### src/rtl/lbm_step_sequencer.sv
// LBM time-step sequencer: INIT sweep, then n_steps x (MOMENT, COLLIDE, STREAM) pipelined sweeps.
// Optional `LBM_STALL_EN adds a stall input that freezes the sequencer and masks all write strobes.
module lbm_step_sequencer #(
   parameter int unsigned GRID_DIM      = 256,
   parameter int unsigned ADDRESS_WIDTH = $clog2(GRID_DIM),
   parameter int unsigned RD_LAT        = 1,
   parameter int unsigned STEP_W        = 16
) (
   input  logic                     Clk,
   input  logic                     Reset,
`ifdef LBM_STALL_EN
   input  logic                     stall,
`endif
   input  logic                     start,
   input  logic [STEP_W-1:0]        n_steps,
   output logic                     busy,
   output logic                     done,
   output logic [2:0]               phase,
   output logic [ADDRESS_WIDTH-1:0] rd_addr,
   output logic [ADDRESS_WIDTH-1:0] wr_addr,
   output logic                     WE_p_mem,
   output logic                     WE_ux_mem,
   output logic                     WE_uy_mem,
   output logic                     WE_fin_mem,
   output logic                     WE_fout_mem,
   output logic                     WE_feq_mem,
   output logic                     select_fin,
   output logic                     LD_EN_P,
   output logic [STEP_W-1:0]        step_count
);

   localparam int unsigned PIPE       = RD_LAT + 1;
   localparam int unsigned LAST_ADDR  = GRID_DIM - 1;
   localparam int unsigned LAST_SWEEP = GRID_DIM + PIPE - 1;
   localparam int unsigned CNT_W      = $clog2(GRID_DIM + PIPE);

   // Write-enable vector bit order: {feq, fout, fin, uy, ux, p}
   localparam logic [5:0] WE_INIT    = 6'b001111;
   localparam logic [5:0] WE_MOMENT  = 6'b000111;
   localparam logic [5:0] WE_COLLIDE = 6'b110000;
   localparam logic [5:0] WE_STREAM  = 6'b001000;

   typedef enum logic [2:0] {
      IDLE    = 3'd0,
      INIT    = 3'd1,
      MOMENT  = 3'd2,
      COLLIDE = 3'd3,
      STREAM  = 3'd4,
      DONE    = 3'd5
   } state_t;

   state_t                   state;
   logic [CNT_W-1:0]         cnt;
   logic                     iss;
   logic [STEP_W-1:0]        n_lat;
   logic [5:0]               we_q;
   logic [5:0]               we_pipe   [PIPE-1];
   logic [ADDRESS_WIDTH-1:0] addr_pipe [PIPE-1];
   logic [RD_LAT-1:0]        ld_sr;
   logic                     hold;

`ifdef LBM_STALL_EN
   assign hold = stall;
`else
   assign hold = 1'b0;
`endif

   function automatic logic [5:0] sweep_we(input state_t s);
      case (s)
         MOMENT:  sweep_we = WE_MOMENT;
         COLLIDE: sweep_we = WE_COLLIDE;
         STREAM:  sweep_we = WE_STREAM;
         default: sweep_we = 6'b000000;
      endcase
   endfunction

   always_ff @(posedge Clk) begin
      if (Reset) begin
         state      <= IDLE;
         cnt        <= '0;
         iss        <= 1'b0;
         n_lat      <= '0;
         step_count <= '0;
         busy       <= 1'b0;
         done       <= 1'b0;
         select_fin <= 1'b0;
         rd_addr    <= '0;
         wr_addr    <= '0;
         we_q       <= '0;
         ld_sr      <= '0;
         for (int i = 0; i < int'(PIPE) - 1; i++) begin
            we_pipe[i]   <= '0;
            addr_pipe[i] <= '0;
         end
      end else if (!hold) begin
         // Read-to-write delay line; INIT overrides the write side below
         we_pipe[0]   <= iss ? sweep_we(state) : 6'b000000;
         addr_pipe[0] <= rd_addr;
         for (int i = 1; i < int'(PIPE) - 1; i++) begin
            we_pipe[i]   <= we_pipe[i-1];
            addr_pipe[i] <= addr_pipe[i-1];
         end
         we_q    <= we_pipe[PIPE-2];
         wr_addr <= addr_pipe[PIPE-2];
         ld_sr   <= RD_LAT'({ld_sr, iss && (state == MOMENT)});

         case (state)
            IDLE: begin
               if (start) begin
                  state      <= INIT;
                  cnt        <= '0;
                  n_lat      <= n_steps;
                  step_count <= '0;
                  busy       <= 1'b1;
                  rd_addr    <= '0;
                  wr_addr    <= '0;
                  we_q       <= WE_INIT;
                  select_fin <= 1'b0;
               end
            end
            INIT: begin
               if (cnt != CNT_W'(LAST_ADDR)) begin
                  cnt     <= cnt + 1'b1;
                  rd_addr <= rd_addr + 1'b1;
                  wr_addr <= rd_addr + 1'b1;
                  we_q    <= WE_INIT;
               end else begin
                  cnt     <= '0;
                  rd_addr <= '0;
                  if (n_lat != '0) begin
                     state <= MOMENT;
                     iss   <= 1'b1;
                  end else begin
                     state <= DONE;
                     busy  <= 1'b0;
                     done  <= 1'b1;
                  end
               end
            end
            MOMENT, COLLIDE, STREAM: begin
               if (cnt != CNT_W'(LAST_SWEEP)) begin
                  cnt <= cnt + 1'b1;
                  if (cnt < CNT_W'(LAST_ADDR)) rd_addr <= rd_addr + 1'b1;
                  else                         iss     <= 1'b0;
               end else begin
                  // Phase boundary: the only place the address wraps
                  cnt     <= '0;
                  rd_addr <= '0;
                  iss     <= 1'b1;
                  if (state == MOMENT) begin
                     state <= COLLIDE;
                  end else if (state == COLLIDE) begin
                     state      <= STREAM;
                     select_fin <= 1'b1;
                  end else begin
                     select_fin <= 1'b0;
                     if (step_count != '1) step_count <= step_count + 1'b1;
                     if (({1'b0, step_count} + 1'b1) == {1'b0, n_lat}) begin
                        state <= DONE;
                        iss   <= 1'b0;
                        busy  <= 1'b0;
                        done  <= 1'b1;
                     end else begin
                        state <= MOMENT;
                     end
                  end
               end
            end
            DONE: begin
               state <= IDLE;
               done  <= 1'b0;
            end
            default: state <= IDLE;
         endcase
      end
   end

   assign phase       = 3'(state);
   assign WE_p_mem    = we_q[0] & ~hold;
   assign WE_ux_mem   = we_q[1] & ~hold;
   assign WE_uy_mem   = we_q[2] & ~hold;
   assign WE_fin_mem  = we_q[3] & ~hold;
   assign WE_fout_mem = we_q[4] & ~hold;
   assign WE_feq_mem  = we_q[5] & ~hold;
   assign LD_EN_P     = ld_sr[RD_LAT-1] & ~hold;

endmodule

### config.mk
export PLATFORM = sky130hd
export DESIGN_NAME = lbm_step_sequencer
export DESIGN_NICKNAME = d
export VERILOG_FILES = /design/src/rtl/lbm_step_sequencer.sv
export SDC_FILE = /design/constraint.sdc
export NUM_CORES = 1
export LEC_CHECK = 0
export BUFFER_PORTS_ARGS = -buffer_cell sky130_fd_sc_hd__buf_2
export CAP_MARGIN = 20
export CORE_MARGIN = 8
export CORE_UTILIZATION = 44
export DETAILED_ROUTE_END_ITERATION = 8
export GPL_ROUTABILITY_DRIVEN = 0
export PLACE_DENSITY_LB_ADDON = 0.2
export SETUP_SLACK_MARGIN = 0.5
export SYNTH_ARGS = -nofsm -noshare
export SYNTH_HDL_FRONTEND = slang
export SYNTH_SLANG_ARGS = --single-unit
export TNS_END_PERCENT = 5
### constraint.sdc
create_clock -name Clk -period 3.1 [get_ports Clk]
set_clock_uncertainty 0.2 [all_clocks]
set_input_delay 0.31 -clock Clk [delete_from_list [all_inputs] [get_ports Clk]]
set_output_delay 0.31 -clock Clk [all_outputs]
set_load 0.005 [all_outputs]
==> summary.md <==
| Metric | Value |
|---|---|
| Initial DRC count | 346 |
| Largest net degree at the start of global routing | 47 |
| Mux cell area share after synthesis | 0.00264 |
| Power per Cell Area | 587 nW/um2 |
| Total chip power | 3.21 mW |
| Filler cell count | 894 |
| Status | complete, no violations |
| Async S/R FF share, synth | 0 |
| WS Path Type | reg -> reg |
| Post-Place Setup Slack | 0.202 ns |
| Combinational group share of total power | 0.340 |
| Final Hold Fails | 0 |
| RSZ-0062 raised after global routing | yes |
| Detail Route Antenna Nets | 0 |
| CP Launch Type | register |
| Vias in the first global route | 3,955 |
| Seq pwr share | 0.379 |
| Cts bufs inserted | 9 |
| Area growth, synth to finish | 28.3% |
| Vias per cell | 5.52 |
| Net switching power | 1.19 mW |
| Mapped Area | 4260 um2 |
| Setup ws final | 0.473 ns |
| Cell Rows | 36 |
| Area leader, netlist | dfxtp_1 |
| PortBufs | 63 |
| Mapped Avg Cell Area | 7.90 um2 |
| Yosys cell types | 68 |
| DRT Pass-1 Iters | 5 |
| IO Count | 64 |
| Syn Nets | 564 |
| Reg2Reg Launch Point | step_count[13] |
| Clk Latency, worst-skew pair | 0.36 ns |
| Nets | 661 |
| Sequential share of the synthesized area | 0.371 |
| TNS Setup | 0 ns |
| P_int | 2.02 mW |
| CP Max Fanout | 7 |
| FF+latch count, synth | 79 |
| Crit. End Element | register |
| Initial core utilization | 0.444 |
| DRC | 0 |
| Total number of vias | 4,269 |
| Worst Hold Class | in -> reg |
| Syn Inst Count | 539 |
| Max-cap violations | 0 |
| Leakage | 2.20 nW |
| Compound-Gate Fraction of Synth Area | 0.204 |
| Yosys top cell area share | 0.371 |
| Main combinational cell family by area after synthesis | simple AND/OR/NAND/NOR gates |
| Min Tclk post-route | 2.63 ns |
| Chip width | 114 um |
| YS warnings | 0 |
| Most frequent cells after synthesis | 79 x dfxtp_1, 67 x a21oi_1, 59 x nor2_1 |
| Post-synth EDFFs | 0 |
| Initial antenna violation count | 0 |
| CP arrival | 2.71 ns |
| Clock Path Buffers | 2 |
| # H-tree levels | 3 |
| Synth Area in Adders | 0.0176 |
| Synth Area in Simple Gates | 0.294 |
| CTS tree | done |
| N_diodes | 0 |
| Net Sw Frac | 0.369 |
| Hold path startpoint | Reset |
| Clock share of power | 0.281 |
| DP Wirelength | 8430 um |
| Fin util | 0.570 |
| Die Ht | 114 um |
| Worst slew pin tran | 0.502 ns |
| Aggregate global-route resource usage | 0.186 |
| Fmax achieved | 381 MHz |
| First-pass GRT wire length | 19,600 um |
| Period Utilization, post-route | 0.847 |
| Clock sink total | 79 |
| WL/cell | 16.0 um |
| Critical Path Source | step_count[13] |
| Clock transition at path regs | 0.10 ns |
| Crit path required time | 3.18 ns |
| Setup violations, final | 0 |
| Max VDD drop | 0.000418 V |
| Ys flop type | dfxtp_1 |
| Share of cells above drive strength 1 | 0.273 |
| Post-Synth XOR/XNOR Area | 0.0555 |
| Die Area | 13,100 um2 |
| Most frequent cell after synthesis | dfxtp_1 |
| Global route overflow | 0 |
| Core area | 9590 um2 |
| Final Max Tran Viols | 0 |
| Rel. slew slack | 0.662 |
| Post-Route WL | 12,400 um |
| Area contributors post-synth | dfxtp_1 37%, a21oi_1 7.9%, nor2_1 5.2%, nand2_1 5.1%, o21ai_0 4.3% |
| CTS root buffer | clkbuf_8 |
## path summary, 6_finish.rpt
kind	slack (ns)	end	cells past startpoint
max reg2reg	0.47	step_count[11]	6
min	0.18	step_count[7]	2
max	0.47	step_count[11]	6
min reg2reg	0.25	we_q[3]	2
## through the flow
stage	cells	cell area (um2)	hold WS, ns
floorplan	539	4330	0.216
global placement	719	4740	0.238
detailed placement	719	4740	0.233
CTS	769	5390	0.155
global route	774	5460	0.183
finish	774	5460	0.178
## power groups by stage
stage | Clock, mW | Combinational, mW | Sequential (mW)
2_1_floorplan | 0 | 0.651 | 1.20
3_3_place_gp | 0 | 0.941 | 1.24
3_5_place_dp | 0 | 0.945 | 1.24
4_1_cts | 0.924 | 1.01 | 1.21
5_1_grt | 0.967 | 1.20 | 1.23
6_report | 0.902 | 1.09 | 1.22
## routing by layer
layer | global-route usage | routed length, um | part of all wire | up-vias
li1 | - | - | - | 2123
met1 | 0.223 | 5440 | 0.44 | 2009
met2 | 0.320 | 6220 | 0.50 | 113
met3 | 0.0306 | 505 | 0.041 | 24
met4 | 0.0790 | 229 | 0.018 | 0
met5 | 0 | 0 | 0 | -
## critical path, cell delays in order, from the launching register on
cell and delay (ns):
dfxtp_1 0.40, inv_1 0.25, nor3_2 0.14, a311o_1 0.38
or4_4 0.48, or4_1 0.54, a21oi_1 0.15
## flip-flops by register name, indices dropped and copies added (netlist names)
| name | flops |
|---|---|
| LD_EN_P | 1 |
| addr_pipe | 8 |
| busy | 1 |
| cnt | 9 |
| done | 1 |
| iss | 1 |
| n_lat | 16 |
| phase | 3 |
| rd_addr | 8 |
| select_fin | 1 |
| step_count | 16 |
| we_pipe | 3 |
| we_q | 3 |
| wr_addr | 8 |
## cell usage in the layout (no fill, tap or decap), drive strengths merged, types with 6 or more instances in the layout
master	n
nand3	24
xor2	9
dlygate4sd3	16
nor2b	11
clkbuf	9
nor4	15
nor3	12
nand4	10
and3	7
buf	103
nand2	59
a21oi	68
o21ai	38
dfxtp	79
xnor2	18
nand3b	7
inv	11
or3	12
nor2	59
ha	6
## cells by family after synthesis
kind of cell,Yosys count
xor+xnor,27
flops,79
fa+ha+maj,6
compound gates,144
buf+inv,43
simple gates,239
mux,1
## what timing repair did
item	in CTS	in global routing
buffers inserted	18	5
hold buffers	16	0
hold endpoints to repair	16	0
cloned	0	0
pin swaps	11	5
resized for setup	34	10
setup endpoints to repair	17	25
## layout make-up
cell class / instances / area [um2] / share of cell area
Clock buffer: 9 / 124 / 0.0227
Clock inverter: 7 / 105 / 0.0192
Inverter: 10 / 37.5 / 0.00687
Multi-Input combinational cell: 417 / 2620 / 0.479
Sequential cell: 79 / 1620 / 0.297
Tap cell: 133 / 166 / 0.0305
Timing Repair Buffer: 119 / 792 / 0.145
Power figures use the tool's default switching activity.
